### config.mk
export PLATFORM = sky130hd
export DESIGN_NAME = noc_output_arbiter
export DESIGN_NICKNAME = d
export VERILOG_FILES = /design/src/rtl/noc_pkg.sv /design/src/rtl/rr_priority_picker.sv /design/src/rtl/noc_output_arbiter.sv
export SDC_FILE = /design/constraint.sdc
export NUM_CORES = 1
export LEC_CHECK = 0
export CAP_MARGIN = 20
export CORE_ASPECT_RATIO = 0.75
export CORE_MARGIN = 2
export CORE_UTILIZATION = 38
export CTS_BUF_LIST = sky130_fd_sc_hd__clkbuf_8 sky130_fd_sc_hd__clkbuf_16
export DETAILED_ROUTE_END_ITERATION = 7
export PLACE_DENSITY_LB_ADDON = 0.25
export RECOVER_POWER = 100
export SKIP_LAST_GASP = 1
export SYNTH_ARGS = -nofsm -noshare
export SYNTH_HDL_FRONTEND = slang
export SYNTH_SLANG_ARGS = --single-unit
### constraint.sdc
create_clock -name clk -period 2.3 [get_ports clk]
set_clock_uncertainty 0.2 [all_clocks]
set_input_delay 0.345 -clock clk [delete_from_list [all_inputs] [get_ports clk]]
set_output_delay 0.345 -clock clk [all_outputs]
set_load 0.05 [all_outputs]
### src/rtl/noc_pkg.sv
// Shared NoC types and constants for router stages.
package noc_pkg;

    localparam int unsigned FLIT_WIDTH = 17;
    localparam int unsigned VALID_BIT  = 16;

    typedef logic [FLIT_WIDTH-1:0] flit_t;

    typedef enum logic {
        IDLE = 1'b0,
        BUSY = 1'b1
    } arb_state_t;

endpackage

### src/rtl/rr_priority_picker.sv
// Combinational round-robin pick: first set request at or above ptr_i, wrapping.
module rr_priority_picker #(
    parameter  int unsigned N_PORTS = 4,
    localparam int unsigned PTR_W   = $clog2(N_PORTS)
) (
    input  logic [N_PORTS-1:0] req_i,
    input  logic [PTR_W-1:0]   ptr_i,
    output logic [N_PORTS-1:0] gnt_o,
    output logic               valid_o
);

    function automatic int unsigned wrap_add(input int unsigned base, input int unsigned off);
        int unsigned sum;
        sum = base + off;
        return (sum >= N_PORTS) ? sum - N_PORTS : sum;
    endfunction

    // Scan offsets from the pointer; the first requesting port wins.
    always_comb begin
        gnt_o   = '0;
        valid_o = 1'b0;
        for (int unsigned off = 0; off < N_PORTS; off++) begin
            for (int unsigned j = 0; j < N_PORTS; j++) begin
                if (!valid_o && req_i[j] && (j == wrap_add(32'(ptr_i), off))) begin
                    gnt_o[j] = 1'b1;
                    valid_o  = 1'b1;
                end
            end
        end
    end

endmodule

### src/rtl/noc_output_arbiter.sv
// Router output-link arbiter: round-robin grant with burst lock, registered
// output slot with downstream ready/stall handshake.
module noc_output_arbiter #(
    parameter int unsigned N_PORTS    = 4,
    parameter int unsigned FLIT_WIDTH = 17,
    parameter int unsigned MAX_BURST  = 8
) (
    input  logic                          clk,
    input  logic                          rst_n,
    input  logic [N_PORTS*FLIT_WIDTH-1:0] in_flit_i,
    output logic [N_PORTS-1:0]            in_ready_o,
    output logic [FLIT_WIDTH-1:0]         out_flit_o,
    input  logic                          out_ready_i,
    output logic [N_PORTS-1:0]            grant_o,
    output logic                          busy_o
);

    import noc_pkg::*;

    localparam int unsigned PTR_W = $clog2(N_PORTS);
    localparam int unsigned CNT_W = $clog2(MAX_BURST + 1);
    localparam int unsigned VB    = FLIT_WIDTH - 1;

    arb_state_t              state_q, state_d;
    logic [PTR_W-1:0]        ptr_q, ptr_d;
    logic [CNT_W-1:0]        cnt_q, cnt_d;
    logic [N_PORTS-1:0]      grant_q, grant_d;
    logic [FLIT_WIDTH-1:0]   out_flit_q, out_flit_d;

    logic [FLIT_WIDTH-1:0]   flits [N_PORTS];
    logic [N_PORTS-1:0]      req;
    logic [FLIT_WIDTH-1:0]   owner_flit;
    logic [PTR_W-1:0]        owner_idx;
    logic                    owner_valid;
    logic [N_PORTS-1:0]      pick_gnt;
    logic                    pick_valid;
    logic                    slot_free;
    logic [N_PORTS-1:0]      in_ready;
    logic                    xfer;

    rr_priority_picker #(
        .N_PORTS (N_PORTS)
    ) u_pick (
        .req_i   (req),
        .ptr_i   (ptr_q),
        .gnt_o   (pick_gnt),
        .valid_o (pick_valid)
    );

    // Unpack port flits, derive requests, and select the current owner's flit.
    always_comb begin
        owner_flit = '0;
        owner_idx  = '0;
        for (int unsigned i = 0; i < N_PORTS; i++) begin
            flits[i] = in_flit_i[i*FLIT_WIDTH +: FLIT_WIDTH];
            req[i]   = flits[i][VB];
            if (grant_q[i]) begin
                owner_flit = owner_flit | flits[i];
                owner_idx  = PTR_W'(i);
            end
        end
        owner_valid = owner_flit[VB];
        slot_free   = ~out_flit_q[VB] | out_ready_i;
        in_ready    = (state_q == BUSY && slot_free) ? grant_q : '0;
        xfer        = |(in_ready & req);
    end

    // Next-state: arbitration in IDLE, transfers and release in BUSY.
    always_comb begin
        state_d    = state_q;
        ptr_d      = ptr_q;
        cnt_d      = cnt_q;
        grant_d    = grant_q;
        out_flit_d = out_ready_i ? '0 : out_flit_q;
        case (state_q)
            IDLE: begin
                if (pick_valid) begin
                    state_d = BUSY;
                    grant_d = pick_gnt;
                    cnt_d   = '0;
                end
            end
            BUSY: begin
                // Release on owner going invalid, or on the transfer that fills the burst.
                if (!owner_valid || (xfer && cnt_q == CNT_W'(MAX_BURST - 1))) begin
                    state_d = IDLE;
                    grant_d = '0;
                    cnt_d   = '0;
                    ptr_d   = (owner_idx == PTR_W'(N_PORTS - 1)) ? '0 : owner_idx + 1'b1;
                end
                if (owner_valid && xfer) begin
                    out_flit_d = owner_flit;
                    if (cnt_q != CNT_W'(MAX_BURST - 1)) begin
                        cnt_d = cnt_q + 1'b1;
                    end
                end
            end
            default: state_d = IDLE;
        endcase
    end

    // State and output registers with synchronous active-low reset.
    always_ff @(posedge clk) begin
        if (!rst_n) begin
            state_q    <= IDLE;
            ptr_q      <= '0;
            cnt_q      <= '0;
            grant_q    <= '0;
            out_flit_q <= '0;
        end else begin
            state_q    <= state_d;
            ptr_q      <= ptr_d;
            cnt_q      <= cnt_d;
            grant_q    <= grant_d;
            out_flit_q <= out_flit_d;
        end
    end

    assign in_ready_o = in_ready;
    assign out_flit_o = out_flit_q;
    assign grant_o    = grant_q;
    assign busy_o     = (state_q == BUSY);

endmodule

==> results of run 1 <==
[state kept, by name, indices dropped and copies added (netlist names)]
name	cells
out_flit_o	17
busy_o	1
cnt_q	4
ptr_q	2
grant_o	4
[power breakdown]
group,internal [mW],switching (mW),leakage [nW]
sequential,0.506,0.0258,0.227
clock,0.153,0.144,0.0288
combinational,0.206,0.168,0.827
[critical path, delay by kind of cell]
family | cells | cell delay, ns
buf+inv | 2 | 0.81
simple gates | 2 | 0.42
[per-layer routing]
metal / vias up / global-route usage, % / wire (um)
li1: 965 / - / -
met3: 10 / 10.6 / 826
met4: 0 / 4.60 / 71
met1: 925 / 26.9 / 2320
met5: - / 0 / 0
met2: 116 / 38.7 / 2520
[metrics by stage]
step                instance area [sq um]  util (%)
floorplan                            1680         -
global route                         2880      69.4
global placement                     2890      69.6
detailed placement                   2890      69.6
CTS                                  2950      71.0
finish                               2880      69.4
[placed cells by master (no fill, tap or decap), types with 2 or more instances in the layout]
| cell | netlist | routed |
|---|---|---|
| a21oi_1 | 24 | 24 |
| nor3b_1 | 16 | 16 |
| clkdlybuf4s50_1 | 0 | 68 |
| a32o_1 | 2 | 2 |
| clkbuf_1 | 6 | 2 |
| nor2b_1 | 2 | 2 |
| buf_4 | 1 | 17 |
| o22ai_1 | 2 | 2 |
| clkbuf_2 | 2 | 3 |
| dlygate4sd3_1 | 0 | 20 |
| a22oi_1 | 32 | 32 |
| dfxtp_1 | 28 | 28 |
| o21a_1 | 16 | 16 |
| nand2_1 | 4 | 4 |
| o21ai_0 | 2 | 2 |
| a31oi_1 | 2 | 2 |
| and3_1 | 5 | 5 |
| clkbuf_8 | 0 | 4 |
| a22oi_2 | 2 | 2 |
| o211ai_1 | 2 | 3 |
| nand3_1 | 4 | 4 |
| buf_12 | 0 | 7 |
| o2bb2ai_1 | 2 | 2 |
| inv_1 | 3 | 3 |
| and2_0 | 0 | 2 |
| nor2_1 | 6 | 6 |
| a22o_1 | 5 | 5 |
| nand2b_1 | 4 | 4 |
[path summary, 6_finish.rpt]
path	start	endpoint	slack [ns]	depth (start not counted)
min	cnt_q[3]	cnt_q[3]	0.31	2
max	out_ready_i	in_ready_o[2]	0.17	4
max reg2reg	cnt_q[0]	grant_o[0]	0.42	6
min reg2reg	cnt_q[3]	cnt_q[3]	0.31	2
[cells by family after synthesis]
| family | count (synthesis) | synth area share [%] |
|---|---|---|
| AND/OR/NAND/NOR | 49 | 17.8 |
| adder cells (fa/ha/maj) | 1 | 0.746 |
| flip-flops | 28 | 33.4 |
| AO/OA/AOI/OAI | 97 | 42.3 |
| buffers and inverters | 20 | 5.74 |
[layout make-up]
cell class	count	area, sq um
clock buffer	4	55.1
inverter	3	11.3
tap	55	68.8
fill	356	1270
multi-input combinational	147	1010
sequential	28	561
timing repair buffer	118	1180
==> impl_metrics.toml, run 1 <==
[finish]
final_cells = 355
antenna_cells = 0
nets = 373
area_growth_pct = 71.7
drive_above_1_share_pct = 12.0

[routing]
vias = 2016
drt-initial-drc-count = 129
wl_per_cell_um = 16.2
ant_nets = 0
drc = 0
routed_wl_um = 5740
viasPerCell = 5.68
firstDrtPassIters = 4

[global_routing]
grt_pass1_vias = 1855
grt_pass1_wl_um = 8600
grt_max_degree = 21
antenna_found_initial = 0
grt-ovfl-total = 0
track_usage_pct = 22.7

[logic_synthesis]
yosysTopAreaCellShare_pct = 33.4
syn-instance-count = 195
synth-edff-count = 0
synth_fp_nets = 267
yosysSeqAreaShare_pct = 33.4
synth_area_per_cell_sq_um = 8.60
yosys-top-cells-count = "32 x a22oi_1, 28 x dfxtp_1, 24 x a21oi_1"
synth.area.top_cells = "dfxtp_1 33%, a22oi_1 14%, a21oi_1 7.2%"
synth_ff_type = "dfxtp_1"
ys_types = 40
ys_ff_latch = 28
synth_area_sq_um = 1680
yosysWarnings = 0
synth_top_cell_by_area = "dfxtp_1"
yosysMostFrequentCell = "a22oi_1"
synth_async_sr_flop_share_pct = 0

[placed_design]
place_congestion = 0.891
dp_hpwl_um = 4380
placedCellCount = 351
dp_worst_setup_slack_ns = 0.179
portBuffers = 96

[cts]
clockBufferDepth = 2
clk_latency_ns = 0.27
clk_pin_slew_ns = 0.08
post_cts_buffers = 0
ctsResizeCount = 0
postCtsHoldBufs = 0
cts_tree = "done"
cts_buffers = 3
h-tree-depth = 1
numClockSinks = 28
clockRootBuffer = "clkbuf_8"

[power]
static-leakage-power_nw = 1.08
power_density_nw_per_um2 = 417
p_total_mw = 1.20
ir_drop_v = 0.000312

[critical_path]
start_kind = "input pin"
path_class = "input pin to primary output"
path_cells = "dlygate4sd3_1, nand2b_1, and3_1, clkbuf_2"
slowest_delay_ns = 0.57
cp_max_fo = 5
arrival_ns = 1.58
endpoint_kind = "primary output"
crit_slowest_cell = "dlygate4sd3_1"
required_ns = 1.75

[timing]
fin_crit_sh_pct = 92.5
slew_headroom_pct = 58.6
drv_slew = 0
setup_viol = 0
worst_pin_slew_ns = 0.621
fin_tns_setup_ns = 0
hold_viol_final = 0
setup_slack_ns = 0.173
rsz0062_at_grt = "no"
fmaxAchievable_ghz = 0.470
period_minus_slack_ns = 2.13
whs_ns = 0.311

[floorplanning]
die-height_um = 61.5
dieArea_sq_um = 4970
core_area_sq_um = 4150
die_w_um = 80.7
initial_utilization_pct = 40.4
rows = 20
ios = 97

[run_status]
status = "complete, no violations"

[job]
drv_cap = 0

[worst_hold_path]
hold_class = "flip-flop to flip-flop"
Power figures use the tool's default switching activity.
==> run 2, diff against run 1 <==
- CORE_MARGIN: 2 -> 4
- CORE_UTILIZATION: 38 -> 41
- clock period: 2.3 -> 2.7 ns (I/O delays scaled with it)
==> run 2 against run 1 <==
  * Total power is 11% lower
  * Largest power group unchanged
  * Register-to-register slack hardly changed
  * Worst hold slack worse by 0.0066 ns
  * Critical endpoint is now grant_o[3]
  * Clock power up 11%
==> impl_metrics.toml, run 2 (synthesized netlist as in run 1, its figures left out) <==
[run_status]
status = "complete, no violations"

[routing]
ant_nets = 0
firstDrtPassIters = 4
routed_wl_um = 5720
wl_per_cell_um = 16.8
vias = 1927
drc = 0
viasPerCell = 5.65
drt-initial-drc-count = 151

[critical_path]
cp_max_fo = 11
crit_family = "buffers and inverters"
path_cells = "dlygate4sd3_1"
start_kind = "flip-flop"
rrSetupSlack_ns = 0.42
required_ns = 2.10
path_class = "flip-flop to primary output"
cp_num_buf_inv = 1
slowest_delay_ns = 0.94
endpoint_kind = "primary output"
arrival_ns = 1.84
crit_slowest_cell = "dlygate4sd3_1"

[floorplanning]
die-height_um = 63.4
core_area_sq_um = 3800
ios = 97
die_w_um = 81.9
rows = 19
dieArea_sq_um = 5190
initial_utilization_pct = 44.1

[placed_design]
place_congestion = 0.817
dp_hpwl_um = 4240
placed_area_sq_um = 2740
dp_worst_setup_slack_ns = 0.316
placedCellCount = 337
portBuffers = 96

[finish]
largest_reg_flops = 17
drive_above_1_share_pct = 8.30
layout_common_cells = "68 x clkdlybuf4s50_1, 33 x a22oi_1, 28 x dfxtp_1"
nets = 362
antenna_cells = 0
final_cells = 341
final_common_cell = "clkdlybuf4s50_1"
area_growth_pct = 64.4
finish.utilization_pct = 72.5
design_area_sq_um = 2760

[cts]
cts_tree = "done"
h-tree-depth = 1
postCtsHoldBufs = 0
ctsResizeCount = 0
clk_latency_ns = 0.28
clockRootBuffer = "clkbuf_8"
clk_pin_slew_ns = 0.10
clockBufferDepth = 2
numClockSinks = 28
post_cts_buffers = 0
cts_buffers = 3

[timing]
period_minus_slack_ns = 2.44
drv_slew = 0
setup_slack_ns = 0.256
whs_ns = 0.305
worst_pin_slew_ns = 0.552
fin_tns_setup_ns = 0
fmaxAchievable_ghz = 0.409
fin_crit_sh_pct = 90.5
slew_headroom_pct = 63.1
setup_viol = 0
hold_viol_final = 0
rsz0062_at_grt = "no"

[global_routing]
grt-ovfl-total = 0
grt_pass1_wl_um = 8850
antenna_found_initial = 0
grt_max_degree = 22
grt_pass1_vias = 1865
track_usage_pct = 21.5

[power]
static-leakage-power_nw = 1.03
power_density_nw_per_um2 = 389
ir_drop_v = 0.000283
p_total_mw = 1.07

[worst_hold_path]
hold_class = "flip-flop to flip-flop"

[job]
drv_cap = 0
## run 2: power by group
| part | total [mW] | internal, mW | switching, mW |
|---|---|---|---|
| Clock | 0.329 | 0.199 | 0.130 |
| Sequential | 0.449 | 0.431 | 0.0183 |
| Combinational | 0.295 | 0.156 | 0.139 |
| Total | 1.07 | 0.786 | 0.287 |
## run 2: cell type report
| type | instances | area (sq um) |
|---|---|---|
| clock buffer | 3 | 41.3 |
| clock inverter | 1 | 30.0 |
| fill | 312 | 1050 |
| inverter | 3 | 11.3 |
| multi-input combinational | 147 | 1020 |
| sequential | 28 | 561 |
| tap | 52 | 65.1 |
| timing repair buffer | 107 | 1030 |
## run 2: path summary, 6_finish.rpt
kind              start       endpoint  depth (start not counted)
max          grant_o[3]     grant_o[3]                          1
min            cnt_q[3]       cnt_q[3]                          2
max reg2reg  grant_o[3]  out_flit_o[5]                          6
min reg2reg    cnt_q[3]       cnt_q[3]                          2
## run 2: per-layer routing
| metal | up-vias | share of wire (%) | GRT usage, % |
|---|---|---|---|
| met3 | 14 | 12 | 8.26 |
| li1 | 944 | - | - |
| met4 | 0 | 1.7 | 6.43 |
| met2 | 100 | 46 | 34.8 |
| met1 | 869 | 40 | 26.2 |
| met5 | - | 0 | 0 |
==> run 3, diff against run 2 <==
- ABC_AREA: default -> 1
- CORE_UTILIZATION: 41 -> 42
==> run 3 against run 2 <==
  * Non-clock buffer count rose by 1
  * Clock power fell by 19%
  * Via count rose by 11%
  * Count of clock-buffer cells in the layout rose by 1
  * Synthesized area rose by 4.5%
  * Worst hold slack improved by 0.0036 ns
  * Fmax fell by 0.19%
  * Final area rose by 3.0%
  * Total power rose by 32%
  * Die area rose by 1.8%
  * Sequential power rose by 10%
==> impl_metrics.toml, run 3 <==
[job]
drv_cap = 0

[cts]
h-tree-depth = 1
numClockSinks = 28
ctsResizeCount = 0
cts_buffers = 3
postCtsHoldBufs = 0
clockRootBuffer = "clkbuf_8"
clk_latency_ns = 0.28
post_cts_buffers = 0
clk_pin_slew_ns = 0.10
cts_tree = "done"
clockBufferDepth = 2

[critical_path]
cp_common_cell = "nand2_1"
cp_num_buf_inv = 3
start_kind = "input pin"
crit_slowest_cell = "clkbuf_1"
path_class = "input pin to primary output"
path_cells = "clkdlybuf4s50_1, clkinv_1, nand2_1, nand2_1, nor2_1, clkbuf_1"
endpoint_kind = "primary output"
startpoint = "out_ready_i"
r2r_start = "grant_o[2]"
required_ns = 2.10
r2r_cells = 8
worstSetupPathDepth = 6
arrival_ns = 1.84
slowest_delay_ns = 0.48
cp_max_fo = 7
crit_family = "buffers and inverters"

[finish]
nets = 412
area_growth_pct = 61.9
drive_above_1_share_pct = 6.78
finish.utilization_pct = 70.5
n_fill_cell = 346
final_common_cell = "clkdlybuf4s50_1"
antenna_cells = 0
largest_reg_flops = 17
layout_common_cells = "69 x clkdlybuf4s50_1, 54 x nand2_1, 30 x a21oi_1"

[global_routing]
grt_pass1_vias = 2070
antenna_found_initial = 0
grt_max_degree = 33
grt_pass1_wl_um = 9230
track_usage_pct = 21.9
grt-ovfl-total = 0

[run_status]
status = "complete, no violations"

[floorplanning]
die_w_um = 82.6
dieArea_sq_um = 5290
initial_utilization_pct = 43.5
core_area_sq_um = 4030
ios = 97
die-height_um = 64.0
rows = 20

[timing]
slew_headroom_pct = 59.8
setup_slack_ns = 0.252
whs_ns = 0.308
fin_crit_sh_pct = 90.7
drv_slew = 0
rsz0062_at_grt = "no"
hold_viol_final = 0
fmaxAchievable_ghz = 0.408
worst_pin_slew_ns = 0.605
fin_tns_setup_ns = 0
period_minus_slack_ns = 2.45
setup_viol = 0

[routing]
routed_wl_um = 5810
drc = 0
vias = 2144
ant_nets = 0
viasPerCell = 5.44
drt-initial-drc-count = 125
firstDrtPassIters = 4
wl_per_cell_um = 14.7

[placed_design]
dp_worst_setup_slack_ns = 0.0642
dp_hpwl_um = 4570
portBuffers = 96
place_congestion = 0.871

[worst_hold_path]
hold_class = "flip-flop to flip-flop"
hold_start = "cnt_q[2]"
hold_path_depth = 2

[logic_synthesis]
synth_async_sr_flop_share_pct = 0
synth_ff_type = "dfxtp_1"
yosys-top-cells-count = "53 x nand2_1, 30 x a21oi_1, 28 x dfxtp_1"
synth_area_sq_um = 1750
yosysTopAreaCellShare_pct = 32.0
synth.area.top_cells = "dfxtp_1 32%, nand2_1 11%, a21oi_1 8.6%"
synth_fp_nets = 314
yosysSeqAreaShare_pct = 32.0
synth-edff-count = 0
yosysWarnings = 0
synth_area_per_cell_sq_um = 7.25
ys_types = 29
synth_top_cell_by_area = "dfxtp_1"
ys_ff_latch = 28
syn-instance-count = 242
yosysMostFrequentCell = "nand2_1"

[power]
power.internal_mw = 0.856
power_density_nw_per_um2 = 500
static-leakage-power_nw = 1.12
power.share.clock_pct = 18.8
p_sw_share_pct = 39.7
power.share.sequential_pct = 35.0
ir_drop_v = 0.000323
power_frac_comb_pct = 46.2
switchingPower_mw = 0.563
-- run 3: cell count changes in the layout (fill, tap and decap cells not counted), sizes merged, moves of 15 or more --
cell	before	now
a211oi	1	16
a221oi	0	17
a22oi	34	0
nand2	4	54
nor3b	16	1
o21a	16	0
-- run 3: worst paths after layout --
path,to,slack [ns]
max,in_ready_o[1],0.25
min,cnt_q[2],0.31
min reg2reg,cnt_q[2],0.31
max reg2reg,out_flit_o[5],0.30
-- run 3: cell families after synthesis --
kind of cell               share of synthesized area (%)
and+or+nand+nor                                     27.7
AOI/OAI and AO/OA                                   31.8
buffers and inverters                               7.35
DFF                                                 32.0
xor gates and xnor gates                           0.499
adders and majority gates                          0.713
-- run 3: layer usage --
layer	wire [um]	global-route usage [%]	part of all wire [%]	up-vias
li1	-	-	-	1073
met1	2560	27.3	44	985
met2	2760	37.7	48	78
met3	413	4.93	7.1	8
met4	73	5.51	1.3	0
met5	0	0	0	-
-- run 3: power groups by stage --
stage	Combinational (mW)	Sequential (mW)	Clock, mW
floorplan	0.325	0.590	0
CTS	0.686	0.497	0.274
global route	0.716	0.502	0.288
detailed placement	0.684	0.507	0
global placement	0.676	0.506	0
finish	0.656	0.496	0.267
-- run 3: final cells by class --
type / instances / area, sq um / share of cell area [%]
Clock buffer: 4 / 55.1 / 1.94
Inverter: 19 / 71.3 / 2.51
Multi-Input combinational cell: 180 / 1060 / 37.4
Sequential cell: 28 / 561 / 19.7
Tap cell: 55 / 68.8 / 2.42
Timing Repair Buffer: 108 / 1020 / 36.0
-- run 3: through the flow --
stage | power, mW | std cells | instance area, sq um
3_5_place_dp | 1.19 | 390 | 2860
3_3_place_gp | 1.18 | 390 | 2860
4_1_cts | 1.46 | 394 | 2910
5_1_grt | 1.51 | 394 | 2840
6_report | 1.42 | 394 | 2840
2_1_floorplan | 0.915 | 242 | 1750
-- run 3: tightest hold or removal path: cells and delay by family (launching register included) --
kind | cells | cell delay (ns)
DFF | 1 | 0.35
and+or+nand+nor | 1 | 0.07
AOI/OAI and AO/OA | 1 | 0.05
